File: src/rtl/hazard_unit_param.sv
// hazard_unit_param
//   Pipeline hazard controller for a 5-stage MIPS pipeline.
//   - Load-use detection in ID: holds PC and IF/ID for LOAD_STALL cycles and
//     injects bubbles into ID/EX.
//   - Taken branch resolved in EX: flushes IF/ID and ID/EX, aborts any stall.
//   - EX-stage forwarding mux selects (combinational).
//
// Ports
//   clk, rst                 pipeline clock, synchronous active-high reset
//   rs, rt                   source specifiers of the instruction in ID
//   id_ex_memRead            ID/EX holds a load
//   id_ex_rs, id_ex_rt       specifiers in ID/EX (id_ex_rt = load destination)
//   ex_mem_regWrite/_rd      EX/MEM writeback enable and destination
//   mem_wb_regWrite/_rd      MEM/WB writeback enable and destination
//   branch_taken             branch resolved taken in EX
//   control_sel              1 = decoder controls to ID/EX, 0 = bubble
//   if_id_write, pc_write    IF/ID and PC write enables
//   if_id_flush, id_ex_flush clear IF/ID / ID/EX to NOP
//   forward_a, forward_b     00 regfile, 10 EX/MEM, 01 MEM/WB
//
// Optional feature: define HAZARD_PERF_EN to add perf_clr (in),
//   stall_cycles and flush_events (out, PERF_W) saturating counters.
//
// State table
//   state   | meaning
//   S_IDLE  | normal flow; a load-use hazard stalls this cycle
//   S_STALL | remaining stall cycles of a load-use window (r_cnt left)

module hazard_unit_param #(
   parameter int REG_ADDR_W = 5,
   parameter int LOAD_STALL = 1,
   parameter int PERF_W     = 32
) (
   input  logic                  clk,
   input  logic                  rst,
   input  logic [REG_ADDR_W-1:0] rs,
   input  logic [REG_ADDR_W-1:0] rt,
   input  logic                  id_ex_memRead,
   input  logic [REG_ADDR_W-1:0] id_ex_rs,
   input  logic [REG_ADDR_W-1:0] id_ex_rt,
   input  logic                  ex_mem_regWrite,
   input  logic [REG_ADDR_W-1:0] ex_mem_rd,
   input  logic                  mem_wb_regWrite,
   input  logic [REG_ADDR_W-1:0] mem_wb_rd,
   input  logic                  branch_taken,
   output logic                  control_sel,
   output logic                  if_id_write,
   output logic                  pc_write,
   output logic                  if_id_flush,
   output logic                  id_ex_flush,
   output logic [1:0]            forward_a,
   output logic [1:0]            forward_b
`ifdef HAZARD_PERF_EN
   ,
   input  logic                  perf_clr,
   output logic [PERF_W-1:0]     stall_cycles,
   output logic [PERF_W-1:0]     flush_events
`endif
);

   if (LOAD_STALL < 1 || LOAD_STALL > 15 || PERF_W < 1) begin : g_param_check
      $error("hazard_unit_param: LOAD_STALL must be 1..15 and PERF_W >= 1");
   end

   typedef enum logic {
      S_IDLE  = 1'b0,
      S_STALL = 1'b1
   } state_t;

   localparam logic [3:0] STALL_RELOAD = 4'(LOAD_STALL - 1);

   state_t     r_state;
   state_t     w_state_nxt;
   logic [3:0] r_cnt;
   logic [3:0] w_cnt_nxt;
   logic       w_hazard;

   assign w_hazard = id_ex_memRead && (id_ex_rt != '0) &&
                     ((id_ex_rt == rs) || (id_ex_rt == rt));

   always_ff @(posedge clk) begin
      if (rst) begin
         r_state <= S_IDLE;
         r_cnt   <= 4'd0;
      end else begin
         r_state <= w_state_nxt;
         r_cnt   <= w_cnt_nxt;
      end
   end

   always_comb begin
      w_state_nxt = r_state;
      w_cnt_nxt   = r_cnt;
      pc_write    = 1'b1;
      if_id_write = 1'b1;
      control_sel = 1'b1;
      if_id_flush = 1'b0;
      id_ex_flush = 1'b0;
      if (rst) begin
         pc_write    = 1'b0;
         if_id_write = 1'b0;
         control_sel = 1'b0;
         w_state_nxt = S_IDLE;
         w_cnt_nxt   = 4'd0;
      end else if (branch_taken) begin
         // The flushed instruction no longer needs its stall window.
         if_id_flush = 1'b1;
         id_ex_flush = 1'b1;
         control_sel = 1'b0;
         w_state_nxt = S_IDLE;
         w_cnt_nxt   = 4'd0;
      end else begin
         case (r_state)
            S_IDLE: begin
               if (w_hazard) begin
                  pc_write    = 1'b0;
                  if_id_write = 1'b0;
                  control_sel = 1'b0;
                  // The detection cycle is the first of LOAD_STALL stall cycles.
                  if (LOAD_STALL > 1) begin
                     w_state_nxt = S_STALL;
                     w_cnt_nxt   = STALL_RELOAD;
                  end
               end
            end
            S_STALL: begin
               // hazard is not re-evaluated here: the load has left ID/EX.
               pc_write    = 1'b0;
               if_id_write = 1'b0;
               control_sel = 1'b0;
               if (r_cnt <= 4'd1) begin
                  w_state_nxt = S_IDLE;
                  w_cnt_nxt   = 4'd0;
               end else begin
                  w_cnt_nxt = r_cnt - 4'd1;
               end
            end
            default: begin
               w_state_nxt = S_IDLE;
               w_cnt_nxt   = 4'd0;
            end
         endcase
      end
   end

   // EX/MEM holds the younger result, so it wins over MEM/WB.
   always_comb begin
      forward_a = 2'b00;
      forward_b = 2'b00;
      if (!rst) begin
         if (ex_mem_regWrite && (ex_mem_rd != '0) && (ex_mem_rd == id_ex_rs))
            forward_a = 2'b10;
         else if (mem_wb_regWrite && (mem_wb_rd != '0) && (mem_wb_rd == id_ex_rs))
            forward_a = 2'b01;
         if (ex_mem_regWrite && (ex_mem_rd != '0) && (ex_mem_rd == id_ex_rt))
            forward_b = 2'b10;
         else if (mem_wb_regWrite && (mem_wb_rd != '0) && (mem_wb_rd == id_ex_rt))
            forward_b = 2'b01;
      end
   end

`ifdef HAZARD_PERF_EN
   logic [PERF_W-1:0] r_stall_cycles;
   logic [PERF_W-1:0] r_flush_events;

   always_ff @(posedge clk) begin
      if (rst || perf_clr) begin
         r_stall_cycles <= '0;
         r_flush_events <= '0;
      end else begin
         if (!pc_write && (r_stall_cycles != '1))
            r_stall_cycles <= r_stall_cycles + PERF_W'(1);
         if (branch_taken && (r_flush_events != '1))
            r_flush_events <= r_flush_events + PERF_W'(1);
      end
   end

   assign stall_cycles = r_stall_cycles;
   assign flush_events = r_flush_events;
`endif

endmodule

File: config.mk
export PLATFORM = sky130hd
export DESIGN_NAME = hazard_unit_param
export DESIGN_NICKNAME = d
export VERILOG_FILES = /design/src/rtl/hazard_unit_param.sv
export SDC_FILE = /design/constraint.sdc
export NUM_CORES = 1
export LEC_CHECK = 0
export BUFFER_PORTS_ARGS = -buffer_cell sky130_fd_sc_hd__buf_2
export CORE_MARGIN = 2
export CORE_UTILIZATION = 38
export CTS_CLUSTER_DIAMETER = 80
export CTS_CLUSTER_SIZE = 28
export DETAILED_ROUTE_END_ITERATION = 8
export PLACE_DENSITY_LB_ADDON = 0.08
export RECOVER_POWER = 25
export SYNTH_ARGS = -nofsm -noshare
export SYNTH_HDL_FRONTEND = slang
export SYNTH_SLANG_ARGS = --single-unit
File: constraint.sdc
create_clock -name clk -period 1.48 [get_ports clk]
set_input_delay 0.148 -clock clk [delete_from_list [all_inputs] [get_ports clk]]
set_output_delay 0.148 -clock clk [all_outputs]
set_load 0.005 [all_outputs]
# Yosys cells after proc, flatten, opt, wreduce, memory -nomap -nowiden
# Index checks and enable logic that the tools add are counted.
op_classes:
  addsub: 1
  n_lt_le_gt_ge: 1
  eq_ne: 6
  n_mux: 16
  n_bitwise: 1
  n_reduce_logical: 14
op_table:
  columns: ["operator", "n"]
  rows:
  - ["$eq 5x5->1", 6]
  - ["$reduce_bool 5->1", 3]
  - ["$mux 1", 10]
  - ["$logic_and 1x1->1", 8]
  - ["$mux 2", 4]
  - ["$le 4x1->1 const B", 1]
  - ["$mux 4", 1]
  - ["$sub 4x1->4 const B", 1]
  - ["$reduce_or 3->1", 1]
  - ["$pmux 1 s2", 1]
  - ["$reduce_or 2->1", 1]
  - ["$logic_or 1x1->1", 1]
  - ["$not 1->1", 1]
totals:
  register_bits: 5
  wordCells: 41

# Depth between registers and ports, before layout
depth:
  word_depth: 7
  mapped_depth: 6

# Least setup slack after synthesis
# Ideal clock, no wire load.
synth_timing:
  path_kind: "input -> output"
  start: "input id_ex_rt[2]"
  end: "output pc_write"
  arrival_time_ns: 1.478
  t_required_ns: 1.332
  path_slack_ns: -0.146
  path_stages: 6
  path_buffers: 2
  cell_sequence: "buf_2 -> or4_4 -> nor2_4 -> nor3b_1 -> a221oi_1 -> buf_4"
synth_via:
  elab_chain_cells: 7
  word_cells_on_any_way: 10
  cone_classes: "2 x eq/ne; 4 x mux; 4 x reduce/logical"
synth_lines:
  columns: ["element", "line", "rtl"]
  rows:
  - ["start: declaration", "40", "input logic [REG_ADDR_W-1:0] id_ex_rt,"]
  - ["$eq 5x5->1 or $reduce_bool 5->1 (tied branches)", "79, 78", null]
  - ["$logic_or 1x1->1 or $logic_and 1x1->1 (tied branches)", "79, 78", null]
  - ["$logic_and 1x1->1 (*)", "78", "assign w_hazard = id_ex_memRead && (id_ex_rt != '0) &&"]
  - ["$mux 1 (*)", null, null]
  - ["$pmux 1 s2 (*)", null, null]
  - ["$mux 1 (*) (2 in a row)", null, null]
  - ["end: declaration", "48", "output logic pc_write,"]
# Mark *: on every way between the ends. The rest lies on a longest branch, timed or not.

# Worst setup path after layout
layout_timing:
  start: "input ex_mem_rd[1]"
  end: "output forward_b[0]"
layout_via:
  elab_chain_cells: 5
  word_cells_on_any_way: 6
  cone_classes: "1 x eq/ne; 2 x mux; 3 x reduce/logical"
layout_lines:
  columns: ["element", "line", "rtl"]
  rows:
  - ["start: declaration", "42", "input logic [REG_ADDR_W-1:0] ex_mem_rd,"]
  - ["$reduce_bool 5->1", "155", "if (ex_mem_regWrite && (ex_mem_rd != '0) && (ex_mem_rd == id_ex_rt))"]
  - ["$logic_and 1x1->1", "155", null]
  - ["$logic_and 1x1->1 (*)", "155", null]
  - ["$mux 2 (*)", "155", null]
  - ["$mux 2 (*)", "150", "if (!rst) begin"]
  - ["end: declaration", "52", "output logic [1:0] forward_b"]
# Marks and branches as above.

==> results_tabular.tex <==
\begin{tabular}{lr}
\hline
Metric & Value \\
\hline
\multicolumn{2}{l}{\textbf{Synth}} \\
\quad Seq cells post-synth & 5 \\
\quad Yosys warning count & 0 \\
\quad EDFF count, synth & 0 \\
\quad Sequential share of the synthesized area & 13.8\% \\
\quad Multiplexer share of the synthesized area & 0\% \\
\quad Synthesized netlist cell count & 94 \\
\quad Net count after synthesis & 132 \\
\quad Share of synthesized registers carrying an async set or reset & 0\% \\
\quad Combinational family with the most area after synthesis & XOR/XNOR gates \\
\quad Most common flop cell mapped by yosys & sky130\_fd\_sc\_hd\_\_dfxtp\_1 \\
\quad Average instance area after synthesis & 7.72 um2 \\
\quad Post-synthesis compound-gate area fraction & 8.45\% \\
\quad Area share of fa/ha/maj cells after synthesis & 3.45\% \\
\quad Library cells used by synthesis & 26 \\
\quad Area share of and/or/nand/nor cells after synthesis & 26.4\% \\
\quad Cell Area, Synth & 726 um2 \\
\quad Post-synthesis share of cell area spent on xor and xnor gates & 39.8\% \\
\multicolumn{2}{l}{\textbf{Power}} \\
\quad Sw Share & 29.7\% \\
\quad Gate power share & 47.6\% \\
\quad Part of the total power dissipated in the clock network & 28.0\% \\
\quad Total leakage power & 0.519 nW \\
\quad Sequential power share & 24.4\% \\
\quad Pwr dens & 462 nW/um2 \\
\quad Cell Int Power & 0.390 mW \\
\quad Total chip power & 0.555 mW \\
\quad Peak supply drop & 0.287 mV \\
\quad P\_sw & 0.165 mW \\
\multicolumn{2}{l}{\textbf{Worst setup path}} \\
\quad Worst path buffer plus inverter count & 2 \\
\quad Kind of start point of the critical path & input pin \\
\quad Peak per-stage delay on the critical path & 0.54 ns \\
\quad Largest fanout of any net on the critical path & 2 \\
\quad Data arrival time of the critical path & 1.41 ns \\
\quad Worst Path Class, Setup & in -> out \\
\quad Largest delay contributor family on the critical path & simple AND/OR/NAND/NOR gates \\
\quad Worst path slowest cell & sky130\_fd\_sc\_hd\_\_or4\_4 \\
\quad Critical path endpoint category & output pin \\
\quad CP Data Required Time & 1.33 ns \\
\quad Worst path cell trace & buf\_6 > or4\_4 > o21ai\_4 > nor3\_2 > nor4\_2 > buf\_2 \\
\multicolumn{2}{l}{\textbf{Timing}} \\
\quad Clock period minus worst slack & 1.56 ns \\
\quad Sum of negative setup slack & -0.270 ns \\
\quad Setup repair after global routing missed its margin & yes \\
\quad Share of the cycle needed by the critical path after routing & 105\% \\
\quad Worst clock skew & 0.00311 ns \\
\quad Final hold slack & 0.163 ns \\
\quad Worst slew margin relative to its limit & 77.5\% \\
\quad Slack of the critical path & -0.0805 ns \\
\quad Pin slew with the least headroom to its limit & 0.335 ns \\
\quad Count of pins over their slew limit & 0 \\
\quad Number of hold violations in the final report & 0 \\
\quad Final setup violation count & 5 \\
\quad Achievable clock frequency & 641 MHz \\
\multicolumn{2}{l}{\textbf{Routing}} \\
\quad Number of violations reported at the end of detailed-routing iteration 0 & 5 \\
\quad Per-cell via count in the routed design & 4.75 \\
\quad Post-route DRC violation count & 0 \\
\quad Routed vias & 850 \\
\quad Routed length per instance & 11.0 um \\
\quad Routed wire length & 1960 um \\
\quad Detail Route Antenna Nets & 0 \\
\quad Detailed Routing Iterations Pass 1 & 4 \\
\multicolumn{2}{l}{\textbf{CTS}} \\
\quad Clock latency on the worst-skew pair & 0.24 ns \\
\quad Clock Root Buffer & sky130\_fd\_sc\_hd\_\_clkbuf\_4 \\
\quad Clock transition at the register clock pins on the worst setup and hold paths after CTS & 0.04 ns \\
\quad CTS tree & yes \\
\quad H-tree level count & 1 \\
\quad Clock Sink Count & 5 \\
\quad Clock buffers created by TritonCTS & 3 \\
\quad Max Root-Sink Buffers & 2 \\
\multicolumn{2}{l}{\textbf{Global routing}} \\
\quad Global-route wire length before repair & 3220 um \\
\quad Vias in the first global route & 809 \\
\quad Largest net degree at the start of global routing & 8 \\
\quad Overall fraction of global-route tracks in use & 19.8\% \\
\quad Number of antenna violations at the first check in global routing & 0 \\
\quad Remaining global-route overflow & 0 \\
\multicolumn{2}{l}{\textbf{Finish}} \\
\quad Layout area overhead & 65.7\% \\
\quad Leading cell types in the layout, fill and taps excluded & sky130\_fd\_sc\_hd\_\_buf\_2 (34), sky130\_fd\_sc\_hd\_\_xnor2\_1 (24), sky130\_fd\_sc\_hd\_\_buf\_4 (18), sky130\_fd\_sc\_hd\_\_buf\_6 (10), sky130\_fd\_sc\_hd\_\_xor2\_1 (9) \\
\quad Antenna fix cells & 0 \\
\quad Nets & 193 \\
\quad Commonest non-fill, non-tap cell in the layout & sky130\_fd\_sc\_hd\_\_buf\_2 \\
\quad Summed area of non-filler cells in the final layout & 1200 um2 \\
\quad Final Util & 68.2\% \\
\quad Final std cells w/o fill & 179 \\
\quad Fraction of final layout cells with drive strength greater than 1 & 49.4\% \\
\multicolumn{2}{l}{\textbf{Status}} \\
\quad Run status & finished with violations \\
\quad Failing checks & negative setup slack \\
\multicolumn{2}{l}{\textbf{Floorplan}} \\
\quad Die Span Y & 47.7 um \\
\quad Starting density of the core & 41.1\% \\
\quad Die width & 47.7 um \\
\quad Number of standard-cell rows in the floorplan & 15 \\
\quad Number of top-level pins & 45 \\
\quad Area of the core & 1760 um2 \\
\quad Die outline area & 2280 um2 \\
\multicolumn{2}{l}{\textbf{Place}} \\
\quad Number of instances in the placed design & 172 \\
\quad Placement Cell Area & 1060 um2 \\
\quad Count of buffers inserted at the top-level ports & 44 \\
\quad Worst setup slack after placement & -0.124 ns \\
\quad Final HPWL DP & 1680 um \\
\quad RePlAce Congestion & 0.778 \\
\multicolumn{2}{l}{\textbf{Hold path}} \\
\quad Class of the most critical hold timing path & in -> reg \\
\multicolumn{2}{l}{\textbf{Flow run}} \\
\quad Number of maximum-capacitance constraint violations & 0 \\
\hline
\end{tabular}
cell usage after synthesis (2+ instances only):
master / count / area, um2
sky130_fd_sc_hd__xnor2_1: 24 / 210
sky130_fd_sc_hd__xor2_1: 9 / 78.8
sky130_fd_sc_hd__nor2_1: 7 / 26.3
sky130_fd_sc_hd__dfxtp_1: 5 / 100
sky130_fd_sc_hd__nand2_1: 5 / 18.8
sky130_fd_sc_hd__nand3_1: 5 / 25.0
sky130_fd_sc_hd__nor3_1: 5 / 25.0
sky130_fd_sc_hd__inv_1: 4 / 15.0
sky130_fd_sc_hd__nor4_1: 4 / 25.0
sky130_fd_sc_hd__o21ai_0: 3 / 15.0
sky130_fd_sc_hd__or4_1: 3 / 22.5
sky130_fd_sc_hd__buf_2: 2 / 10.0
sky130_fd_sc_hd__buf_4: 2 / 15.0
sky130_fd_sc_hd__clkbuf_1: 2 / 7.51
sky130_fd_sc_hd__ha_1: 2 / 25.0
sky130_fd_sc_hd__nor2b_1: 2 / 12.5
flip-flops by register name, summed over array words and instances, names as in the netlist:
register	cells
r_state	1
r_cnt	4
per-layer routing:
metal  share of wire [%]  global-route usage, %  vias up  wire length, um
met1                  38                   22.4      387              736
met4                 1.2                   8.11        0               23
met5                   0                      0        -                0
li1                    -                      -      436                -
met2                  57                   36.5       23             1120
met3                 4.3                   3.02        4               85
final timing paths:
kind	start	slack, ns	end	cells after the start
setup / recovery	ex_mem_rd[1]	-0.08	forward_b[0]	6
hold / removal	branch_taken	0.16	r_cnt[1]	2
setup reg to reg	r_cnt[0]	0.18	r_cnt[0]	5
hold reg to reg	r_cnt[3]	0.52	r_cnt[3]	2
layout make-up:
| type | instances | area [um2] |
|---|---|---|
| clock buffers | 4 | 26.3 |
| fillers | 180 | 562 |
| inverters | 4 | 15.0 |
| multi-input cells | 78 | 608 |
| flip-flops and latches | 5 | 100 |
| well taps | 25 | 31.3 |
| repair buffers | 63 | 422 |
power groups by stage:
stage | Clock [mW] | Combinational [mW] | Sequential (mW)
global placement | 0 | 0.230 | 0.138
finish | 0.155 | 0.264 | 0.135
detailed placement | 0 | 0.233 | 0.138
global route | 0.174 | 0.291 | 0.135
floorplan | 0 | 0.121 | 0.138
CTS | 0.159 | 0.256 | 0.135
logic make-up after synthesis:
group | count (synthesis)
and+or+nand+nor | 35
AOI/OAI and AO/OA | 8
adders and majority gates | 2
buffers and inverters | 11
DFF | 5
xor gates and xnor gates | 33
what timing repair did:
action                                  in CTS  in global routing
hold buffers                                 0                  0
pin swaps                                   11                  6
endpoints found under the setup margin       7                  7
setup buffers                                3                  0
resized for setup                           14                  6
Power figures use the tool's default switching activity.
